File: config.mk
export PLATFORM = sky130hd
export DESIGN_NAME = logic2_net
export DESIGN_NICKNAME = d
export VERILOG_FILES = /design/src/rtl/logic2_pkg.sv /design/src/rtl/logic2_net_fault_site_mux.sv /design/src/rtl/logic2_net.sv
export SDC_FILE = /design/constraint.sdc
export NUM_CORES = 1
export LEC_CHECK = 0
export ABC_AREA = 1
export BUFFER_PORTS_ARGS = -buffer_cell sky130_fd_sc_hd__buf_4
export CORE_UTILIZATION = 56
export CTS_CLUSTER_DIAMETER = 150
export CTS_CLUSTER_SIZE = 14
export DETAILED_ROUTE_END_ITERATION = 8
export GPL_TIMING_DRIVEN = 1
export PLACE_DENSITY = 0.82
export SYNTH_ARGS = -nofsm -noshare
export SYNTH_HDL_FRONTEND = slang
export SYNTH_SLANG_ARGS = --single-unit
File: constraint.sdc
create_clock -name clk -period 1.45 [get_ports clk]
set_clock_uncertainty 0.1 [all_clocks]
set_input_delay 0.0725 -clock clk [delete_from_list [all_inputs] [get_ports clk]]
set_output_delay 0.0725 -clock clk [all_outputs]
set_load 0.02 [all_outputs]
File: src/rtl/logic2_pkg.sv
// Site codes and widths shared by the fault-injectable reference netlist.
package logic2_pkg;

  localparam int NUM_SITES = 17;
  localparam int SEL_W     = 5;

  localparam logic [SEL_W-1:0] SITE_NONE = SEL_W'(0);
  localparam logic [SEL_W-1:0] SITE_A    = SEL_W'(1);
  localparam logic [SEL_W-1:0] SITE_B    = SEL_W'(2);
  localparam logic [SEL_W-1:0] SITE_C    = SEL_W'(3);
  localparam logic [SEL_W-1:0] SITE_D    = SEL_W'(4);
  localparam logic [SEL_W-1:0] SITE_E    = SEL_W'(5);
  localparam logic [SEL_W-1:0] SITE_F    = SEL_W'(6);
  localparam logic [SEL_W-1:0] SITE_G    = SEL_W'(7);
  localparam logic [SEL_W-1:0] SITE_H    = SEL_W'(8);
  localparam logic [SEL_W-1:0] SITE_J    = SEL_W'(9);
  localparam logic [SEL_W-1:0] SITE_K    = SEL_W'(10);
  localparam logic [SEL_W-1:0] SITE_W    = SEL_W'(11);
  localparam logic [SEL_W-1:0] SITE_X    = SEL_W'(12);
  localparam logic [SEL_W-1:0] SITE_P    = SEL_W'(13);
  localparam logic [SEL_W-1:0] SITE_Q    = SEL_W'(14);
  localparam logic [SEL_W-1:0] SITE_Y    = SEL_W'(15);
  localparam logic [SEL_W-1:0] SITE_Z    = SEL_W'(16);

  // Codes above SITE_Z are treated as fault-free.
  function automatic logic is_fault_site(input logic [SEL_W-1:0] sel);
    return (sel >= SITE_A) && (sel <= SITE_Z);
  endfunction

endpackage

File: src/rtl/logic2_net_fault_site_mux.sv
// One stuck-at injection point: replaces its net with fault_val when selected.
module fault_site_mux
  import logic2_pkg::*;
(
  input  logic             net_i,
  input  logic [SEL_W-1:0] code_i,
  input  logic [SEL_W-1:0] fault_sel_i,
  input  logic             fault_val_i,
  output logic             net_o
);

  // A selected net never looks at net_i, so an X there cannot leak through.
  assign net_o = (fault_sel_i == code_i) ? fault_val_i : net_i;

endmodule

File: src/rtl/logic2_net.sv
// Reference 4-input gate network with single-site stuck-at injection and a
// one-cycle registered output stage.
module logic2_net
  import logic2_pkg::*;
(
  input  logic             clk,
  input  logic             rst_n,
  input  logic             in_valid,
  input  logic             a,
  input  logic             b,
  input  logic             c,
  input  logic             e,
  input  logic [SEL_W-1:0] fault_sel,
  input  logic             fault_val,
  output logic             out_valid,
  output logic             y,
  output logic             z,
  output logic             fault_active
);

  // Nets are grouped by logic depth so every vector only feeds later levels.
  localparam logic [3:0][SEL_W-1:0] L0_CODE = {SITE_E, SITE_C, SITE_B, SITE_A};
  localparam logic [3:0][SEL_W-1:0] L1_CODE = {SITE_K, SITE_G, SITE_F, SITE_D};
  localparam logic [1:0][SEL_W-1:0] L2_CODE = {SITE_J, SITE_H};
  localparam logic [2:0][SEL_W-1:0] L3_CODE = {SITE_Q, SITE_X, SITE_W};
  localparam logic [1:0][SEL_W-1:0] L4_CODE = {SITE_Z, SITE_P};

  logic [3:0] l0_raw, l0_m;
  logic [3:0] l1_raw, l1_m;
  logic [1:0] l2_raw, l2_m;
  logic [2:0] l3_raw, l3_m;
  logic [1:0] l4_raw, l4_m;
  logic       y_raw, y_m;

  logic a_m, b_m, c_m, e_m, d_m, f_m, g_m, k_m, h_m, j_m, w_m, x_m, q_m, p_m, z_m;

  assign l0_raw = {e, c, b, a};
  for (genvar i = 0; i < 4; i++) begin : g_l0
    fault_site_mux u_mux (
      .net_i(l0_raw[i]), .code_i(L0_CODE[i]), .fault_sel_i(fault_sel),
      .fault_val_i(fault_val), .net_o(l0_m[i])
    );
  end
  assign {e_m, c_m, b_m, a_m} = l0_m;

  assign l1_raw = {a_m ^ e_m, c_m ^ e_m, ~(b_m | c_m), a_m & b_m};
  for (genvar i = 0; i < 4; i++) begin : g_l1
    fault_site_mux u_mux (
      .net_i(l1_raw[i]), .code_i(L1_CODE[i]), .fault_sel_i(fault_sel),
      .fault_val_i(fault_val), .net_o(l1_m[i])
    );
  end
  assign {k_m, g_m, f_m, d_m} = l1_m;

  assign l2_raw = {~(f_m & g_m), d_m | f_m};
  for (genvar i = 0; i < 2; i++) begin : g_l2
    fault_site_mux u_mux (
      .net_i(l2_raw[i]), .code_i(L2_CODE[i]), .fault_sel_i(fault_sel),
      .fault_val_i(fault_val), .net_o(l2_m[i])
    );
  end
  assign {j_m, h_m} = l2_m;

  assign l3_raw = {~(j_m & k_m), g_m | k_m, h_m & j_m};
  for (genvar i = 0; i < 3; i++) begin : g_l3
    fault_site_mux u_mux (
      .net_i(l3_raw[i]), .code_i(L3_CODE[i]), .fault_sel_i(fault_sel),
      .fault_val_i(fault_val), .net_o(l3_m[i])
    );
  end
  assign {q_m, x_m, w_m} = l3_m;

  assign l4_raw = {q_m & g_m, w_m ^ x_m};
  for (genvar i = 0; i < 2; i++) begin : g_l4
    fault_site_mux u_mux (
      .net_i(l4_raw[i]), .code_i(L4_CODE[i]), .fault_sel_i(fault_sel),
      .fault_val_i(fault_val), .net_o(l4_m[i])
    );
  end
  assign {z_m, p_m} = l4_m;

  assign y_raw = p_m | d_m;
  fault_site_mux u_mux_y (
    .net_i(y_raw), .code_i(SITE_Y), .fault_sel_i(fault_sel),
    .fault_val_i(fault_val), .net_o(y_m)
  );

  logic y_q, y_d, z_q, z_d, fa_q, fa_d, vld_q, vld_d;

  // Results only move on a valid vector; gaps just drop out_valid.
  always_comb begin
    y_d   = y_q;
    z_d   = z_q;
    fa_d  = fa_q;
    vld_d = in_valid;
    if (in_valid) begin
      y_d  = y_m;
      z_d  = z_m;
      fa_d = is_fault_site(fault_sel);
    end
  end

  always_ff @(posedge clk or negedge rst_n) begin
    if (!rst_n) begin
      y_q   <= 1'b0;
      z_q   <= 1'b0;
      fa_q  <= 1'b0;
      vld_q <= 1'b0;
    end else begin
      y_q   <= y_d;
      z_q   <= z_d;
      fa_q  <= fa_d;
      vld_q <= vld_d;
    end
  end

  assign y            = y_q;
  assign z            = z_q;
  assign fault_active = fa_q;
  assign out_valid    = vld_q;

endmodule

==> results of run 1 <==
cells in the mapped netlist, drive strengths merged (2+ instances only):
| cell type | n |
|---|---|
| nand3 | 17 |
| nand4 | 8 |
| nor2 | 23 |
| buf | 3 |
| a21oi | 2 |
| dfrtp | 4 |
| inv | 26 |
| nand2 | 43 |
power by group through the flow:
| stage | registers, mW | logic, mW | clock network [mW] |
|---|---|---|---|
| after floorplan | 0.148 | 0.134 | 0 |
| after global placement | 0.132 | 0.254 | 0 |
| after detailed placement | 0.133 | 0.263 | 0 |
| after CTS | 0.133 | 0.271 | 0.152 |
| after global routing | 0.133 | 0.349 | 0.184 |
| final | 0.134 | 0.333 | 0.170 |
cell usage in the layout (no fill, tap or decap), types with 2 or more instances in the layout:
| cell type | instances |
|---|---|
| a21oi_1 | 2 |
| nand2_1 | 34 |
| nor2_1 | 16 |
| nor2_2 | 3 |
| nand2_2 | 8 |
| inv_2 | 2 |
| nor2_4 | 4 |
| buf_4 | 35 |
| buf_6 | 2 |
| inv_1 | 23 |
| nand4_1 | 8 |
| dlygate4sd3_1 | 2 |
| nand3_2 | 5 |
| nand3_1 | 11 |
| dfrtp_1 | 4 |
| clkbuf_4 | 3 |
repair_timing:
item | CTS | global route
gates resized for setup | 0 | 20
endpoints found under the setup margin | 0 | 2
buffers inserted | 0 | 4
hold buffers | 2 | 0
hold endpoints to repair | 6 | 0
cells by family (layout without fill, tap and decap cells):
kind of cell           after synthesis  after routing  share of synthesized area (%)
and+or+nand+nor                     93             93                           60.1
buffers and inverters               30             70                           19.1
AOI/OAI and AO/OA                    8              8                           7.26
DFF                                  4              4                           13.5
per-stage QoR:
step           total power, mW  util, %
6_report                 0.637     96.7
5_1_grt                  0.667     96.7
4_1_cts                  0.555     88.1
3_5_place_dp             0.396     84.5
3_3_place_gp             0.386     84.5
2_1_floorplan            0.282        -
state kept, by name, summed over array words and instances (netlist names):
name	cells
out_valid	1
fault_active	1
z	1
y	1
routing by layer:
layer  part of all wire, %  vias up
li1                      -      512
met1                    33      512
met2                    45      154
met3                    13       53
met4                   8.7        0
met5                     0        -
worst paths after layout:
| check | startpoint | end | slack, ps | depth (start not counted) |
|---|---|---|---|---|
| max | fault_sel[2] | y$_DFFE_PN0P_ | -150 | 15 |
| min | rst_n | fault_active$_DFFE_PN0P_ | 70 | 2 |
| max reg2reg | z$_DFFE_PN0P_ | z$_DFFE_PN0P_ | 650 | 2 |
| min reg2reg | y$_DFFE_PN0P_ | y$_DFFE_PN0P_ | 450 | 2 |
| max in group asynchronous | rst_n | out_valid$_DFF_PN0_ | 1080 | 2 |
| min in group clk | fault_sel[4] | y$_DFFE_PN0P_ | 280 | 7 |
cell type report:
cell class,count,area (um2)
multi-input combinational,101,552
timing repair buffer,41,340
sequential,4,100
inverter,26,100
fill,22,38.8
clock buffer,3,22.5
tap,14,17.5
==> load_flow_metrics.sql, run 1 <==
INSERT INTO impl_metrics (metric_group, metric, value, unit) VALUES
('run_status', 'run_status', 'finished with violations', ''),
('route', 'drtIter0Drc', '195', ''),
('clock_tree', 'clock_latency', '250', 'ps'),
('job', 'max_cap_violations', '0', ''),
('route', 'avgRoutedWirePerCell', '18.7', 'um'),
('global_route', 'gr-usage-met1', '40.1', '%'),
('route', 'viasPerCell', '6.51', ''),
('floorplan', 'placeableCoreArea', '1170', 'um2'),
('cells_and_area', 'drive_above_1_share', '38.3', '%'),
('global_route', 'grt_start_max_net_pins', '9', ''),
('cells_and_area', 'layout.cells.non_filler', '189', ''),
('power_and_ir_drop', 'power.share.sequential', '21.0', '%'),
('power_and_ir_drop', 'peakVddDrop', '0.317', 'mV'),
('global_route', 'grt-ovfl-total', '0', ''),
('power_and_ir_drop', 'power.combinational.fraction', '52.3', '%'),
('cells_and_area', 'layout-area-overhead-vs-synth', '52.9', '%'),
('sta', 'final-max-slew-violation-count', '0', ''),
('route', 'detail_route.drc_violations', '0', ''),
('setup_path', 'critical_path.endpoint_type', 'register', ''),
('setup_path', 'crit_family', 'simple AND/OR/NAND/NOR gates', ''),
('global_route', 'global_route.peak_usage_layer', 'met2', ''),
('clock_tree', 'clock_sinks', '4', ''),
('logic_synthesis', 'netlist_top_cells_area', 'nand2_1, dfrtp_1, inv_1', ''),
('floorplan', 'floorplan.io_pins', '17', ''),
('logic_synthesis', 'flip_flop_and_latch_count_after_synthesis', '4', ''),
('setup_path', 'critical_path.n_buffers_inverters', '1', ''),
('sta', 'maximum_clock_frequency', '0.624', 'GHz'),
('setup_path', 'worst-path-max-fanout', '8', ''),
('power_and_ir_drop', 'swShare', '43.7', '%'),
('setup_path', 'timing.critical_path.mode_cell', 'nand2_1', ''),
('sta', 'setup_slack', '-151', 'ps'),
('logic_synthesis', 'netlist_instances', '135', ''),
('logic_synthesis', 'ys_warn_count', '0', ''),
('logic_synthesis', 'synth_nets', '148', ''),
('floorplan', 'dieArea', '1470', 'um2'),
('setup_path', 'timing.critical_path.slowest_cell_delay', '240', 'ps'),
('cells_and_area', 'final_area', '1130', 'um2'),
('sta', 'final_min_period_over_clock_period', '110', '%'),
('global_route', 'grt_first_pass_wirelength', '3860', 'um'),
('floorplan', 'die_height', '38.4', 'um'),
('placed_design', 'routabilityCongestion', '0.869', ''),
('power_and_ir_drop', 'power.clock.fraction', '26.6', '%'),
('setup_path', 'required', '1490', 'ps'),
('sta', 'finalWorstPathRequiredPeriod', '1600', 'ps'),
('run_status', 'violated_checks', 'setup timing', ''),
('sta', 'final_setup_violations', '2', ''),
('power_and_ir_drop', 'p_int', '359', 'uW'),
('power_and_ir_drop', 'power_density', '562', 'nW/um2'),
('logic_synthesis', 'synthDominantAreaCellType', 'nand2_1', ''),
('global_route', 'routing_usage_on_met3', '8.14', '%'),
('floorplan', 'initial_core_utilization', '63.2', '%'),
('route', 'num_vias', '1231', ''),
('placed_design', 'postPlaceCellArea', '990', 'um2'),
('logic_synthesis', 'syn-mean-instance-area', '5.49', 'um2'),
('setup_path', 'timing.critical_path.from_type', 'input pin', ''),
('sta', 'grt_setup_unrepaired', 'yes', ''),
('logic_synthesis', 'synth-seq-area-share', '13.5', '%'),
('setup_path', 'slowest_stage', 'nor2_4', ''),
('cells_and_area', 'finish.net_count', '190', ''),
('logic_synthesis', 'mappedNetlistArea', '741', 'um2'),
('logic_synthesis', 'ys.flop_type', 'dfrtp_1', ''),
('sta', 'tightestPinTransition', '279', 'ps'),
('hold_path', 'hp-class', 'in2async', ''),
('sta', 'finalHoldViolCount', '0', ''),
('placed_design', 'pre_cts_ws', '-224', 'ps'),
('setup_path', 'ordered_cell_list_for_the_critical_path', 'buf_8, nor2_4, nand3_2, nand2_1, nand2_1, nand2_1, nand3b_1, nand2_1, nand3_1, nand2_1, nand3_1, nand3_1, nand2_1, nand2_1, nand2_1', ''),
('floorplan', 'floorplan.rows', '12', ''),
('route', 'route.antenna.remaining_nets', '0', ''),
('setup_path', 'timing.critical_path.arrival', '1640', 'ps'),
('placed_design', 'place_inst', '180', ''),
('sta', 'worst_hold_slack', '65.4', 'ps');
(Power assumes the default switching activity.)
==> run 2, diff against run 1 <==
--- a/config.mk
+++ b/config.mk
@@ -7,12 +7,14 @@
 export LEC_CHECK = 0
 export ABC_AREA = 1
 export BUFFER_PORTS_ARGS = -buffer_cell sky130_fd_sc_hd__buf_4
-export CORE_UTILIZATION = 56
+export CORE_UTILIZATION = 65
 export CTS_CLUSTER_DIAMETER = 150
 export CTS_CLUSTER_SIZE = 14
 export DETAILED_ROUTE_END_ITERATION = 8
 export GPL_TIMING_DRIVEN = 1
-export PLACE_DENSITY = 0.82
+export PLACE_DENSITY = 0.86
+export RECOVER_POWER = 25
 export SYNTH_ARGS = -nofsm -noshare
 export SYNTH_HDL_FRONTEND = slang
+export SYNTH_HIERARCHICAL = 1
 export SYNTH_SLANG_ARGS = --single-unit
==> run 2 against run 1 <==
  * The run now fails in 3_1_place_gp_skip_io
  * Synthesized cell count grew to 3.2 times the previous value
  * Synthesized area rose to 2.7 times the previous value
==> load_flow_metrics.sql, run 2 <==
INSERT INTO impl_metrics (metric_group, metric, value, unit) VALUES
('run_status', 'run_status', 'aborted with a tool error', ''),
('run_status', 'last-stage-reached', '3_1_place_gp_skip_io', ''),
('run_status', 'first-error', '[ERROR GPL-0301] Utilization 102.366 % exceeds 100%.', ''),
('logic_synthesis', 'synth_commonest_cells', 'nand2_1, inv_1, nor2_1', ''),
('logic_synthesis', 'number_of_distinct_standard_cells_referenced_by_the_synthesized_netlist', '11', ''),
('floorplan', 'die_height', '57.1', 'um'),
('logic_synthesis', 'mappedNetlistArea', '1980', 'um2'),
('logic_synthesis', 'ys_warn_count', '6', ''),
('floorplan', 'die_w', '57.1', 'um'),
('logic_synthesis', 'syn-mean-instance-area', '4.52', 'um2'),
('logic_synthesis', 'synth_most_common_cell', 'nand2_1', ''),
('logic_synthesis', 'postSynth.asyncResetShare', '100', '%'),
('logic_synthesis', 'post-synth-top-area-fraction', '33.2', '%'),
('logic_synthesis', 'netlist_instances', '437', ''),
('logic_synthesis', 'synth-seq-area-share', '5.07', '%'),
('logic_synthesis', 'synthDominantAreaCellType', 'nand2_1', ''),
('floorplan', 'initial_core_utilization', '69.8', '%'),
('logic_synthesis', 'ys.flop_type', 'dfrtp_1', ''),
('logic_synthesis', 'flip_flop_and_latch_count_after_synthesis', '4', ''),
('logic_synthesis', 'synth_edf_count', '0', ''),
('logic_synthesis', 'netlist_top_cells_area', 'nand2_1, inv_1, nor2_1', ''),
('floorplan', 'floorplan.rows', '19', '');
[run 2: cell count changes after synthesis, moves of 3 or more]
cell	delta
inv_1	+77
nor2_1	+48
xnor2_1	+16
nand3_2	-4
xor2_1	+3
nor2_2	+30
or2_2	+3
nand2_1	+134
nand4_1	+8
nand3_1	+5
[run 2: cell families after synthesis]
| family | count (synthesis) | synth area share, % |
|---|---|---|
| and+or+nand+nor | 311 | 66.9 |
| DFF | 4 | 5.07 |
| other | 2 | 0.380 |
| xor gates and xnor gates | 19 | 8.42 |
| buffers and inverters | 101 | 19.2 |
==> run 3, diff against run 2 <==
--- a/config.mk
+++ b/config.mk
@@ -7,12 +7,10 @@
 export LEC_CHECK = 0
 export ABC_AREA = 1
 export BUFFER_PORTS_ARGS = -buffer_cell sky130_fd_sc_hd__buf_4
-export CORE_UTILIZATION = 65
-export CTS_CLUSTER_DIAMETER = 150
-export CTS_CLUSTER_SIZE = 14
+export CORE_UTILIZATION = 40
 export DETAILED_ROUTE_END_ITERATION = 8
 export GPL_TIMING_DRIVEN = 1
-export PLACE_DENSITY = 0.86
+export PLACE_DENSITY_LB_ADDON = 0.15
 export RECOVER_POWER = 25
 export SYNTH_ARGS = -nofsm -noshare
 export SYNTH_HDL_FRONTEND = slang
==> run 3 against run 2 <==
  * Synthesized cell count did not move
  * Synthesized area unchanged
  * The flow now finishes, with violations (setup timing)
==> load_flow_metrics.sql, run 3 <==
INSERT INTO impl_metrics (metric_group, metric, value, unit) VALUES
('setup_path', 'timing.critical_path.from_type', 'input pin', ''),
('route', 'top_routing_layer_in_use', 'met4', ''),
('cells_and_area', 'finish.net_count', '642', ''),
('logic_synthesis', 'synth_commonest_cells', 'nand2_1, inv_1, nor2_1', ''),
('setup_path', 'worstReg2RegEnd', 'z$_DFFE_PN0P_', ''),
('floorplan', 'floorplan.rows', '25', ''),
('sta', 'maximum_clock_frequency', '0.491', 'GHz'),
('setup_path', 'worst-path-max-fanout', '5', ''),
('clock_tree', 'cts_buffer_depth', '2', ''),
('global_route', 'grt_use_total', '19.8', '%'),
('logic_synthesis', 'netlist_instances', '437', ''),
('power_and_ir_drop', 'power.clock.fraction', '19.2', '%'),
('cells_and_area', 'filler_cell_count', '460', ''),
('clock_tree', 'clock_sinks', '4', ''),
('setup_path', 'ordered_cell_list_for_the_critical_path', 'buf_4, xnor2_1, nand3_1, nand2_1, nand2_2, xor2_1, nand2_1, nand2_1, or2_4, nand2_1, nand2_1, xor2_1, nand2_1, nand2_1, or2_4, nand2_2, nand2_1, nand2_1, nand2_1', ''),
('power_and_ir_drop', 'power.share.sequential', '11.2', '%'),
('logic_synthesis', 'mappedNetlistArea', '1980', 'um2'),
('floorplan', 'placeableCoreArea', '4720', 'um2'),
('sta', 'final-max-slew-violation-count', '0', ''),
('power_and_ir_drop', 'power.switching', '561', 'uW'),
('route', 'route.layer.met1.wl', '2300', 'um'),
('clock_tree', 'clock_latency', '220', 'ps'),
('clock_tree', 'total_number_of_h_tree_levels', '1', ''),
('global_route', 'grt-ovfl-total', '0', ''),
('hold_path', 'hp-class', 'in2async', ''),
('cells_and_area', 'drive_above_1_share', '19.5', '%'),
('logic_synthesis', 'synth_compound_gate_area_share', '0', '%'),
('logic_synthesis', 'synth_xor_area_share', '8.42', '%'),
('run_status', 'run_status', 'finished with violations', ''),
('placed_design', 'port_buffers', '16', ''),
('run_status', 'violated_checks', 'setup timing', ''),
('logic_synthesis', 'netlist_top_cells_area', 'nand2_1, inv_1, nor2_1', ''),
('clock_tree', 'clock-root-buffer', 'clkbuf_8', ''),
('floorplan', 'die_height', '72.3', 'um'),
('job', 'max_cap_violations', '0', ''),
('logic_synthesis', 'ys.flop_type', 'dfrtp_1', ''),
('floorplan', 'die_w', '72.3', 'um'),
('global_route', 'grt_first_pass_wirelength', '8440', 'um'),
('placed_design', 'routabilityCongestion', '0.783', ''),
('logic_synthesis', 'number_of_distinct_standard_cells_referenced_by_the_synthesized_netlist', '11', ''),
('logic_synthesis', 'synth_adder_area_share', '0', '%'),
('logic_synthesis', 'postSynth.asyncResetShare', '100', '%'),
('global_route', 'grt_pass1_vias', '2208', ''),
('logic_synthesis', 'synth_most_common_cell', 'nand2_1', ''),
('power_and_ir_drop', 'power_density', '382', 'nW/um2'),
('setup_path', 'slowest_stage', 'or2_4', ''),
('sta', 'setup_slack', '-587', 'ps'),
('clock_tree', 'tritoncts_clock_tree', 'yes', ''),
('cells_and_area', 'register_area', '100', 'um2'),
('setup_path', 'required', '1460', 'ps'),
('setup_path', 'critical_path.n_buffers_inverters', '1', ''),
('cells_and_area', 'layout.cells.most_common', 'nand2_1', ''),
('logic_synthesis', 'flip_flop_and_latch_count_after_synthesis', '4', ''),
('power_and_ir_drop', 'total_leakage_power', '2.25', 'nW'),
('floorplan', 'dieArea', '5220', 'um2'),
('cells_and_area', 'finalCoreUtilization', '68.3', '%'),
('route', 'drtIter0Drc', '71', ''),
('global_route', 'grt_start_max_net_pins', '20', ''),
('cells_and_area', 'multi_input_area', '2210', 'um2'),
('setup_path', 'critical_path.endpoint_type', 'register', ''),
('cells_and_area', 'layout-area-overhead-vs-synth', '63.2', '%'),
('logic_synthesis', 'post_synth_mux_area_share', '0', '%'),
('logic_synthesis', 'syn-mean-instance-area', '4.52', 'um2'),
('route', 'viasPerCell', '3.70', ''),
('setup_path', 'timing.critical_path.mode_cell', 'nand2_1', ''),
('sta', 'final_setup_violations', '2', ''),
('global_route', 'grt_antenna_before_repair', '0', ''),
('setup_path', 'rrSetupSlack', '720', 'ps'),
('clock_tree', 'numCtsBuffers', '3', ''),
('floorplan', 'floorplan.io_pins', '17', ''),
('logic_synthesis', 'synth_edf_count', '0', ''),
('setup_path', 'timing.critical_path.arrival', '2040', 'ps'),
('floorplan', 'initial_core_utilization', '41.8', '%'),
('power_and_ir_drop', 'swShare', '45.5', '%'),
('setup_path', 'worstRegToRegCells', '2', ''),
('setup_path', 'crit_family', 'simple AND/OR/NAND/NOR gates', ''),
('logic_synthesis', 'post_synth_and_or_nand_nor_area_fraction', '66.9', '%'),
('cells_and_area', 'num_antenna_cells', '0', ''),
('setup_path', 'worst_setup_path_startpoint', 'fault_sel[4]', ''),
('sta', 'worst_hold_slack', '117', 'ps'),
('sta', 'final_min_period_over_clock_period', '140', '%'),
('route', 'avgRoutedWirePerCell', '7.08', 'um'),
('setup_path', 'rr_startpoint', 'z$_DFFE_PN0P_', ''),
('route', 'num_vias', '2565', ''),
('cells_and_area', 'layout.cells.most_common_list', 'nand2_1, conb_1, inv_1', ''),
('setup_path', 'crit_path_end', 'y$_DFFE_PN0P_', ''),
('clock_tree', 'clkTransAtPathRegs', '30', 'ps'),
('route', 'wl_met2', '2390', 'um'),
('setup_path', 'critPathKind', 'in2reg', ''),
('route', 'detail_route.drc_violations', '0', ''),
('setup_path', 'worstSetupPathDepth', '19', ''),
('setup_path', 'timing.critical_path.slowest_cell_delay', '250', 'ps'),
('placed_design', 'dp_hpwl', '3800', 'um'),
('logic_synthesis', 'synthDominantAreaCellType', 'nand2_1', ''),
('route', 'route.met3.wl', '140', 'um'),
('logic_synthesis', 'ys_warn_count', '6', ''),
('route', 'route.antenna.remaining_nets', '0', ''),
('logic_synthesis', 'main_combinational_cell_family_by_area_after_synthesis', 'simple AND/OR/NAND/NOR gates', ''),
('sta', 'finalWorstPathRequiredPeriod', '2040', 'ps'),
('sta', 'finalHoldViolCount', '0', ''),
('power_and_ir_drop', 'power.combinational.fraction', '69.6', '%'),
('power_and_ir_drop', 'peakVddDrop', '0.257', 'mV'),
('route', 'routed_wirelength', '4910', 'um'),
('power_and_ir_drop', 'p_int', '671', 'uW'),
('logic_synthesis', 'post-synth-top-area-fraction', '33.2', '%'),
('logic_synthesis', 'synth-seq-area-share', '5.07', '%'),
('sta', 'grt_setup_unrepaired', 'yes', ''),
('route', 'drt_first_pass_iters', '6', '');
[run 3: worst min-delay path by stage]
stage | from | cells past startpoint | slack, ps | endpoint
2_1_floorplan | rst_n | 0 | -320 | fault_active$_DFFE_PN0P_
3_3_place_gp | rst_n | 1 | -230 | out_valid$_DFF_PN0_
3_5_place_dp | rst_n | 1 | -230 | fault_active$_DFFE_PN0P_
4_1_cts | rst_n | 2 | 90 | fault_active$_DFFE_PN0P_
5_1_grt | rst_n | 2 | 150 | fault_active$_DFFE_PN0P_
6_report | rst_n | 2 | 120 | fault_active$_DFFE_PN0P_
[run 3: cells by family after synthesis]
kind of cell | after synthesis
flops | 4
simple gates | 311
buf+inv | 101
xor+xnor | 19
other cells | 2
[run 3: what timing repair did]
| action | CTS | global route |
|---|---|---|
| gates cloned | 0 | 1 |
| hold endpoints to repair | 7 | 0 |
| resized for setup | 32 | 16 |
| setup buffers | 7 | 1 |
| endpoints found under the setup margin | 2 | 2 |
| hold buffers | 2 | 0 |
| pin swaps | 38 | 27 |
[run 3: layout make-up]
class	instances	share of cell area, %
multi-input cells	474	68.7
repair buffers	45	12.6
inverters	101	11.8
flip-flops and latches	4	3.10
well taps	67	2.60
clock buffers	3	1.28
[run 3: routing by layer]
metal / GRT usage [%] / vias up
met3: 1.67 / 4
met5: 0 / -
met2: 36.7 / 31
li1: - / 1501
met1: 24.9 / 1029
met4: 3.92 / 0
[run 3: power groups by stage]
stage               logic, mW  registers (mW)  clock network (mW)
global route            0.979           0.139               0.254
global placement        0.716           0.138                   0
CTS                     0.811           0.137               0.241
detailed placement      0.733           0.137                   0
floorplan               0.485           0.157                   0
finish                  0.858           0.138               0.236
[run 3: through the flow]
step	std cells	worst slack [ps]	TNS, ps	power [mW]	cell area, um2
after global placement	680	-893	-1330	0.853	2910
after global routing	694	-829	-1450	1.37	3220
final	694	-587	-1040	1.23	3220
after detailed placement	680	-915	-1400	0.871	2910
after floorplan	579	-502	-566	0.642	2570
after CTS	692	-546	-984	1.19	3140
